[src/rtl/cache_ctrl_if.sv]
// CPU request, cache SRAM and byte-wide main-memory signals of the cache controller.
// slave = controller side; master = CPU plus the two memories.
interface cache_ctrl_if;
    logic [15:0] cpu_addr;
    logic        cpu_wr_rd;
    logic        cpu_cs;
    logic [7:0]  cpu_dout;
    logic [7:0]  cpu_din;
    logic        cpu_rdy;

    logic [7:0]  sram_addr;
    logic [7:0]  sram_din;
    logic [7:0]  sram_dout;
    logic        sram_wen;

    logic [15:0] mem_addr;
    logic [7:0]  mem_din;
    logic [7:0]  mem_dout;
    logic        mem_wr_rd;
    logic        mem_strb;

    modport slave (
        input  cpu_addr, cpu_wr_rd, cpu_cs, cpu_dout, sram_dout, mem_dout,
        output cpu_din, cpu_rdy, sram_addr, sram_din, sram_wen,
               mem_addr, mem_din, mem_wr_rd, mem_strb
    );

    modport master (
        output cpu_addr, cpu_wr_rd, cpu_cs, cpu_dout, sram_dout, mem_dout,
        input  cpu_din, cpu_rdy, sram_addr, sram_din, sram_wen,
               mem_addr, mem_din, mem_wr_rd, mem_strb
    );
endinterface

[src/rtl/cache_ctrl.sv]
// Direct-mapped write-back cache controller, 8 lines x 32 bytes; hits finish 2 edges after accept.
// Misses stream 32 bytes at (2+MEM_WAIT) cycles each; cs rises while busy are dropped (cpu_rdy=0).
module cache_ctrl #(
    parameter int MEM_WAIT = 4
) (
    input  logic         clk,
    input  logic         rst,
    cache_ctrl_if.slave  bus
);
    typedef enum logic [3:0] {
        IDLE, COMPARE, RD_WAIT, DONE,
        WB_RD, WB_STRB, WB_WAIT,
        FILL_STRB, FILL_WAIT, FILL_WR
    } state_t;

    state_t      state, next_state;
    logic [4:0]  k;
    logic [3:0]  wcnt;
    logic [15:0] req_addr;
    logic        req_wr;
    logic [7:0]  req_data;
    logic [7:0]  cap;
    logic        cs_prev;
    logic [7:0]  tag [8];
    logic [7:0]  valid, dirty;

    logic [7:0]  req_tag;
    logic [2:0]  idx;
    logic [4:0]  off;
    logic        hit, wait_last, accept;

    assign req_tag   = req_addr[15:8];
    assign idx       = req_addr[7:5];
    assign off       = req_addr[4:0];
    assign hit       = valid[idx] && (tag[idx] == req_tag);
    assign wait_last = (wcnt == 4'(MEM_WAIT - 1));
    assign accept    = (state == IDLE) && bus.cpu_cs && !cs_prev;

    always_ff @(posedge clk) begin
        if (!rst) state <= IDLE;
        else      state <= next_state;
    end

    // SRAM and memory strobes are decoded from state so the SRAM read issued in one
    // state lands on sram_dout in the next.
    always_comb begin
        next_state    = state;
        bus.sram_addr = '0;
        bus.sram_din  = '0;
        bus.sram_wen  = 1'b0;
        bus.mem_addr  = '0;
        bus.mem_din   = '0;
        bus.mem_wr_rd = 1'b0;
        bus.mem_strb  = 1'b0;
        case (state)
            IDLE: if (accept) next_state = COMPARE;
            COMPARE: begin
                if (hit) begin
                    bus.sram_addr = {idx, off};
                    if (req_wr) begin
                        bus.sram_wen = 1'b1;
                        bus.sram_din = req_data;
                        next_state   = DONE;
                    end else begin
                        next_state   = RD_WAIT;
                    end
                end else if (valid[idx] && dirty[idx]) begin
                    next_state = WB_RD;
                end else begin
                    next_state = FILL_STRB;
                end
            end
            RD_WAIT, DONE: next_state = IDLE;
            WB_RD: begin
                bus.sram_addr = {idx, k};
                next_state    = WB_STRB;
            end
            WB_STRB: begin
                bus.mem_addr  = {tag[idx], idx, k};
                bus.mem_din   = bus.sram_dout;
                bus.mem_wr_rd = 1'b1;
                bus.mem_strb  = 1'b1;
                next_state    = WB_WAIT;
            end
            WB_WAIT: begin
                bus.mem_addr  = {tag[idx], idx, k};
                bus.mem_wr_rd = 1'b1;
                if (wait_last) next_state = (k == 5'd31) ? FILL_STRB : WB_RD;
            end
            FILL_STRB: begin
                bus.mem_addr = {req_tag, idx, k};
                bus.mem_strb = 1'b1;
                next_state   = FILL_WAIT;
            end
            FILL_WAIT: begin
                bus.mem_addr = {req_tag, idx, k};
                if (wait_last) next_state = FILL_WR;
            end
            FILL_WR: begin
                bus.sram_wen  = 1'b1;
                bus.sram_addr = {idx, k};
                bus.sram_din  = cap;
                next_state    = (k == 5'd31) ? COMPARE : FILL_STRB;
            end
            default: next_state = IDLE;
        endcase
    end

    always_ff @(posedge clk) begin
        if (!rst) begin
            k           <= '0;
            wcnt        <= '0;
            req_addr    <= '0;
            req_wr      <= 1'b0;
            req_data    <= '0;
            cap         <= '0;
            cs_prev     <= 1'b0;
            valid       <= '0;
            dirty       <= '0;
            bus.cpu_rdy <= 1'b1;
            bus.cpu_din <= '0;
            for (int i = 0; i < 8; i++) tag[i] <= '0;
        end else begin
            cs_prev <= bus.cpu_cs;
            case (state)
                IDLE: begin
                    if (accept) begin
                        req_addr    <= bus.cpu_addr;
                        req_wr      <= bus.cpu_wr_rd;
                        req_data    <= bus.cpu_dout;
                        bus.cpu_rdy <= 1'b0;
                    end
                end
                COMPARE: begin
                    k    <= '0;
                    wcnt <= '0;
                    if (hit && req_wr) dirty[idx] <= 1'b1;
                end
                RD_WAIT: begin
                    bus.cpu_din <= bus.sram_dout;
                    bus.cpu_rdy <= 1'b1;
                end
                DONE: bus.cpu_rdy <= 1'b1;
                WB_WAIT, FILL_WAIT: begin
                    if (wait_last) begin
                        wcnt <= '0;
                        if (state == FILL_WAIT) cap <= bus.mem_dout;
                        else                    k   <= k + 5'd1;
                    end else begin
                        wcnt <= wcnt + 4'd1;
                    end
                end
                FILL_WR: begin
                    // k wraps to 0 after the last word, ready for the next loop
                    k <= k + 5'd1;
                    if (k == 5'd31) begin
                        tag[idx]   <= req_tag;
                        valid[idx] <= 1'b1;
                        dirty[idx] <= 1'b0;
                    end
                end
                default: ;
            endcase
        end
    end
endmodule

[src/flat_wrapper.sv]
// flat-port wrapper written by rule: the top's interface ports become plain ports
module cache_ctrl_flat 
#(
    parameter int MEM_WAIT = 4
)
  (clk, rst, bus_cpu_addr, bus_cpu_wr_rd, bus_cpu_cs, bus_cpu_dout, bus_sram_dout, bus_mem_dout, bus_cpu_din, bus_cpu_rdy, bus_sram_addr, bus_sram_din, bus_sram_wen, bus_mem_addr, bus_mem_din, bus_mem_wr_rd, bus_mem_strb);
  cache_ctrl_if bus_i ();
  input  logic clk;
  input  logic rst;
  input wire logic [$bits(bus_i.cpu_addr)-1:0] bus_cpu_addr;
  input wire logic [$bits(bus_i.cpu_wr_rd)-1:0] bus_cpu_wr_rd;
  input wire logic [$bits(bus_i.cpu_cs)-1:0] bus_cpu_cs;
  input wire logic [$bits(bus_i.cpu_dout)-1:0] bus_cpu_dout;
  input wire logic [$bits(bus_i.sram_dout)-1:0] bus_sram_dout;
  input wire logic [$bits(bus_i.mem_dout)-1:0] bus_mem_dout;
  output wire logic [$bits(bus_i.cpu_din)-1:0] bus_cpu_din;
  output wire logic [$bits(bus_i.cpu_rdy)-1:0] bus_cpu_rdy;
  output wire logic [$bits(bus_i.sram_addr)-1:0] bus_sram_addr;
  output wire logic [$bits(bus_i.sram_din)-1:0] bus_sram_din;
  output wire logic [$bits(bus_i.sram_wen)-1:0] bus_sram_wen;
  output wire logic [$bits(bus_i.mem_addr)-1:0] bus_mem_addr;
  output wire logic [$bits(bus_i.mem_din)-1:0] bus_mem_din;
  output wire logic [$bits(bus_i.mem_wr_rd)-1:0] bus_mem_wr_rd;
  output wire logic [$bits(bus_i.mem_strb)-1:0] bus_mem_strb;
  assign bus_i.cpu_addr = bus_cpu_addr;
  assign bus_i.cpu_wr_rd = bus_cpu_wr_rd;
  assign bus_i.cpu_cs = bus_cpu_cs;
  assign bus_i.cpu_dout = bus_cpu_dout;
  assign bus_i.sram_dout = bus_sram_dout;
  assign bus_i.mem_dout = bus_mem_dout;
  assign bus_cpu_din = bus_i.cpu_din;
  assign bus_cpu_rdy = bus_i.cpu_rdy;
  assign bus_sram_addr = bus_i.sram_addr;
  assign bus_sram_din = bus_i.sram_din;
  assign bus_sram_wen = bus_i.sram_wen;
  assign bus_mem_addr = bus_i.mem_addr;
  assign bus_mem_din = bus_i.mem_din;
  assign bus_mem_wr_rd = bus_i.mem_wr_rd;
  assign bus_mem_strb = bus_i.mem_strb;
  cache_ctrl #(.MEM_WAIT(MEM_WAIT)) u_core (.clk(clk), .rst(rst), .bus(bus_i));
endmodule
[config.mk]
export PLATFORM = sky130hd
export DESIGN_NAME = cache_ctrl_flat
export DESIGN_NICKNAME = d
export VERILOG_FILES = /design/src/rtl/cache_ctrl_if.sv /design/src/rtl/cache_ctrl.sv /design/src/flat_wrapper.sv
export SDC_FILE = /design/constraint.sdc
export NUM_CORES = 1
export LEC_CHECK = 0
export ABC_AREA = 1
export BUFFER_PORTS_ARGS = -buffer_cell sky130_fd_sc_hd__buf_2
export CORE_MARGIN = 2
export CORE_UTILIZATION = 55
export DETAILED_ROUTE_END_ITERATION = 10
export GPL_TIMING_DRIVEN = 0
export PLACE_DENSITY = 0.77
export SLEW_MARGIN = 20
export SYNTH_ARGS = -nofsm -noshare
export SYNTH_HDL_FRONTEND = slang
export SYNTH_SLANG_ARGS = --single-unit
[constraint.sdc]
create_clock -name clk -period 2.5 [get_ports clk]
set_input_delay 0.25 -clock clk [delete_from_list [all_inputs] [get_ports clk]]
set_output_delay 0.25 -clock clk [all_outputs]
set_load 0.02 [all_outputs]
---- Word-level counts from Yosys, hierarchy flattened ----
Memories as Yosys holds them, arrays and structs flattened. A register that Yosys moved wholly into a read port is not among the register bits.
Index checks and enable logic that the tools add are counted.
cells by class
  add/subtract/negate cells ............... 2
  order comparisons ....................... 2
  eq/ne operators ......................... 19
  multiplexer cells ....................... 47
  bitwise gates (word level) .............. 4
  reduce and logical (&&, ||, !) cells .... 26
operators by type and width
  kind                  count
  $mux W8               7
  $pmux W8 S2           3
  $pmux W16 S2          1
  $pmux W4 S8           1
  $mux W4               5
  $eq A4 B3 Y1 const B  4
  $or A8 B8 Y8          2
  $mux W1               15
  $pmux W5 S3           1
  $eq A4 B2 Y1 const B  3
  $mux W3               4
  $ne A2 B1 Y1 const B  6
  $reduce_and A3 Y1     4
  $reduce_or A2 Y1      6
  $mux W5               2
  $and A8 B8 Y8         1
  $eq A4 B4 Y1 const B  2
  $eq A8 B8 Y1          1
  $not A8 Y8            1
  $pmux W4 S2           1
  $reduce_or A8 Y1      1
  $bmux W1 S3           2
  $logic_and A1 B1 Y1   6
  $reduce_and A2 Y1     3
  other kinds (14)      18
word-level totals
  flip-flop bits (word level) ............. 72
  bits in writable memories ............... 64
  memories ................................ 1
memories
  name        depth  width  read ports  clocked after memory_dff  write ports  line              RTL
  u_core.tag  8      8      1           1                         8            cache_ctrl.sv:24  logic [7:0] tag [8];

---- Longest topological paths before layout ----
  depth in word-level cells ............... 8
  gate-level depth with buffers ........... 17

---- Least setup slack after synthesis ----
Ideal clock, no wire load.
  path type ............................... register to output
  start ................................... register (tool-made name)
  end ..................................... output bus_sram_din[2]
  arrival time ............................ 1.950 ns
  required time ........................... 2.250 ns
  slack ................................... 0.300 ns
  cell stages (with the launch flop) ...... 15
  path buffers ............................ 3
  cells stage by stage .................... dfxtp_1 > buf_6 > buf_6 > nor2_1 > nor2_1 > o21ai_1 > nand3_1 > nand2_1 > nand2_1 > nand2_1 > nand3_4 > nor3_4 > buf_6 > nand3_2 > a21oi_1
RTL lines
  what           line                RTL
  end, declared  flat_wrapper.sv:19  output wire logic [$bits(bus_i.sram_din)-1:0] bus_sram_din;

==> metrics.yaml <==
status: "finished, violations left"
synth_edf_count: 64
synth_area_um2: 6530
cpLargestDelayFamily: "simple AND/OR/NAND/NOR gates"
cts_sinks: 139
ir_drop_v: 0.000591
critPathMaxStageDelay_ns: 0.39
netlist_instances: 825
clock_skew_ns: 0.0124
clkTransAtPathRegs_ns: 0.05
p_leak_nw: 3.61
clkPwrFrac_pct: 29.4
worst_pin_slew_ns: 0.873
final_cell_mix: "nor2_1 (165), nand2_1 (123), inv_1 (95)"
post-route-period-util_pct: 120
min_path_type: "in2reg"
finalSetupTns_ns: -6.99
relSlewSlack_pct: 41.6
cts_hold_buf: 0
rrSetupSlack_ns: 0.11
internal-power_mw: 4.86
crit_type: "reg2out"
combPwrFrac_pct: 33.9
swShare_pct: 36.4
layout_setup_ws_ns: -0.496
fin_crit_ns: 3.00
h-tree-depth: 4
synth_warnings: 0
clock_path_buffers: 2
power_frac_seq_pct: 36.7
async_flop_share_pct: 0
synth_fp_nets: 872
final_util_pct: 72.8
max_freq_ghz: 0.334
rsz0062_at_grt: "true"
path_max_fanout: 6
n_antenna_cell: 0
avgRoutedWirePerCell_um: 16.6
rows: 39
route.detailed.drc: 2
holdWs_ns: 0.0256
grt_overflow: 0
antenna_found_initial: 0
min_to: "u_core.cs_prev"
core_area_um2: 11500
cp.arrival_ns: 2.75
nNetsFinal: 1006
grt_max_degree: 17
endpoint_kind: "output port"
grt_pass1_vias: 5752
vias: 6113
clock_latency_ns: 0.43
synth-seq-area-share_pct: 52.4
hpwl_um: 12400
crit_slowest_cell: "dfxtp_4"
worst_setup_path_start_kind: "register"
drive_above_1_share_pct: 24.7
p_total_mw: 7.64
dieHeight_um: 113
path_cells: "buf_6 > buf_16 > nor2_1 > nor2_1 > o21ai_1 > nand3_1 > nand2_1 > nand2_1 > nand2_2 > nand3_4 > nor3_4 > buf_6 > buf_8 > nand3_2 > a21oi_2 > buf_4"
final_cells: 1114
drtPass1Iterations: 11
synth.avg_cell_area_um2: 7.92
gp_congestion: 0.904
cp.required_ns: 2.25
dr.first_iter.drc_count: 689
drv_cap: 0
wirelength_um: 18500
hold_start: "bus_cpu_cs"
grt_first_pass_wirelength_um: 29300
r2r_cells: 15
ant_nets: 0
clock-root-buffer: "clkbuf_16"
routed_via_density: 5.49
synth.distinct_cells: 37
synth-seq-cells: 139
synthToLayoutAreaGrowth_pct: 28.4
slew_violations: 0
ios: 96
numPlacedInstances: 1063
hold-path-cell-count: 3
hold_violations: 0
start_util_pct: 56.7
yosys_most_used_dff: "dfxtp_1"
crit_buf_inv: 5
final_common_cell: "nor2_1"
p_per_area_nw_per_um2: 911
power_switching_mw: 2.78
tritoncts: "yes"
numCtsBuffers: 17
violations: "design-rule violations, negative setup slack"
die_w_um: 113
setup_viol: 17
grt_usage_pct: 29.9
dieArea_um2: 12800
portBuffers: 95
==> registers in the layout (all words and copies together) (netlist names), named ones only <==
register,flops
u_core.cs_prev,1
u_core.cap,8
u_core.bus.cpu_din,8
u_core.req_data,8
u_core.wcnt,4
u_core.req_addr,16
u_core.req_wr,1
u_core.tag,64
u_core.state,4
u_core.bus.cpu_rdy,1
u_core.valid,8
u_core.k,5
==> cell type report <==
class / count / area [um^2]
plain buffers: 34 / 241
clock buffers: 28 / 507
clock inverters: 3 / 15.0
fillers: 845 / 3130
inverters: 100 / 387
multi-input cells: 550 / 2820
flip-flops and latches: 139 / 3430
well taps: 143 / 179
repair buffers: 117 / 807
==> stage by stage <==
| step | area, um^2 | setup WS, ns |
|---|---|---|
| after global placement | 7190 | -0.223 |
| after floorplan | 6530 | 0.300 |
| after detailed placement | 7190 | -0.258 |
| after CTS | 8250 | -0.409 |
| final | 8390 | -0.496 |
| after global routing | 8390 | -0.632 |
==> power by group through the flow <==
stage	clock, mW	sequential (mW)	combinational (mW)
floorplan	0	2.81	1.44
global placement	0	2.81	2.04
detailed placement	0	2.81	2.07
CTS	2.24	2.78	2.50
global route	2.36	2.83	2.82
finish	2.25	2.80	2.59
==> tightest hold or removal path, delay by kind of cell <==
family	cells	cell delay (ns)
simple gates	1	0.04
buf+inv	2	0.13
==> synth_stat cells, types with 4 or more instances <==
cell	instances	area share [%]
nand3_1	60	4.6
nor2_2	4	0.38
dfxtp_1	75	23
o21ai_0	57	4.4
nor2_1	181	10
inv_1	96	5.5
nand2_1	144	8.3
buf_4	5	0.57
buf_6	8	1.4
o22ai_1	8	0.77
nand3_2	6	0.92
edfxtp_1	64	29
o21ai_1	9	0.69
a22o_1	5	0.67
nor3_1	10	0.77
a21oi_1	44	3.4
clkbuf_1	21	1.2
==> cells by family after synthesis <==
family	after synthesis	synth area share (%)
buf+inv	136	9.14
compound gates	131	10.8
xor+xnor	1	0.134
flops	139	52.4
fa+ha+maj	3	0.575
simple gates	415	27.0
==> what timing repair did <==
item                                    in CTS  in global routing
endpoints found under the setup margin      90                122
pin swaps                                   30                 23
buffers inserted                            19                  6
gates resized for setup                     94                 41
cloned                                       4                  0
==> how the worst max path moves through the flow <==
stage / startpoint / end / slack (ns) / cells after the start
floorplan: register / bus_sram_din[2] / 0.30 / 14
global placement: u_core.k[0] / u_core.tag[2][2] / -0.22 / 8
detailed placement: u_core.k[0] / u_core.tag[2][0] / -0.26 / 8
CTS: register / bus_sram_din[6] / -0.41 / 17
global route: register / bus_sram_din[2] / -0.63 / 16
finish: register / bus_sram_din[6] / -0.50 / 16
==> per-layer routing <==
layer  routed length (um)  part of all wire [%]  up-vias  global-route usage, %
met3                 1580                   8.5       41                   5.62
li1                     -                     -     2947                      -
met1                 7600                    41     2788                   39.6
met2                 8810                    48      337                   48.1
met4                  543                   2.9        0                   13.9
met5                    0                     0        -                      0
(Power assumes the default switching activity.)
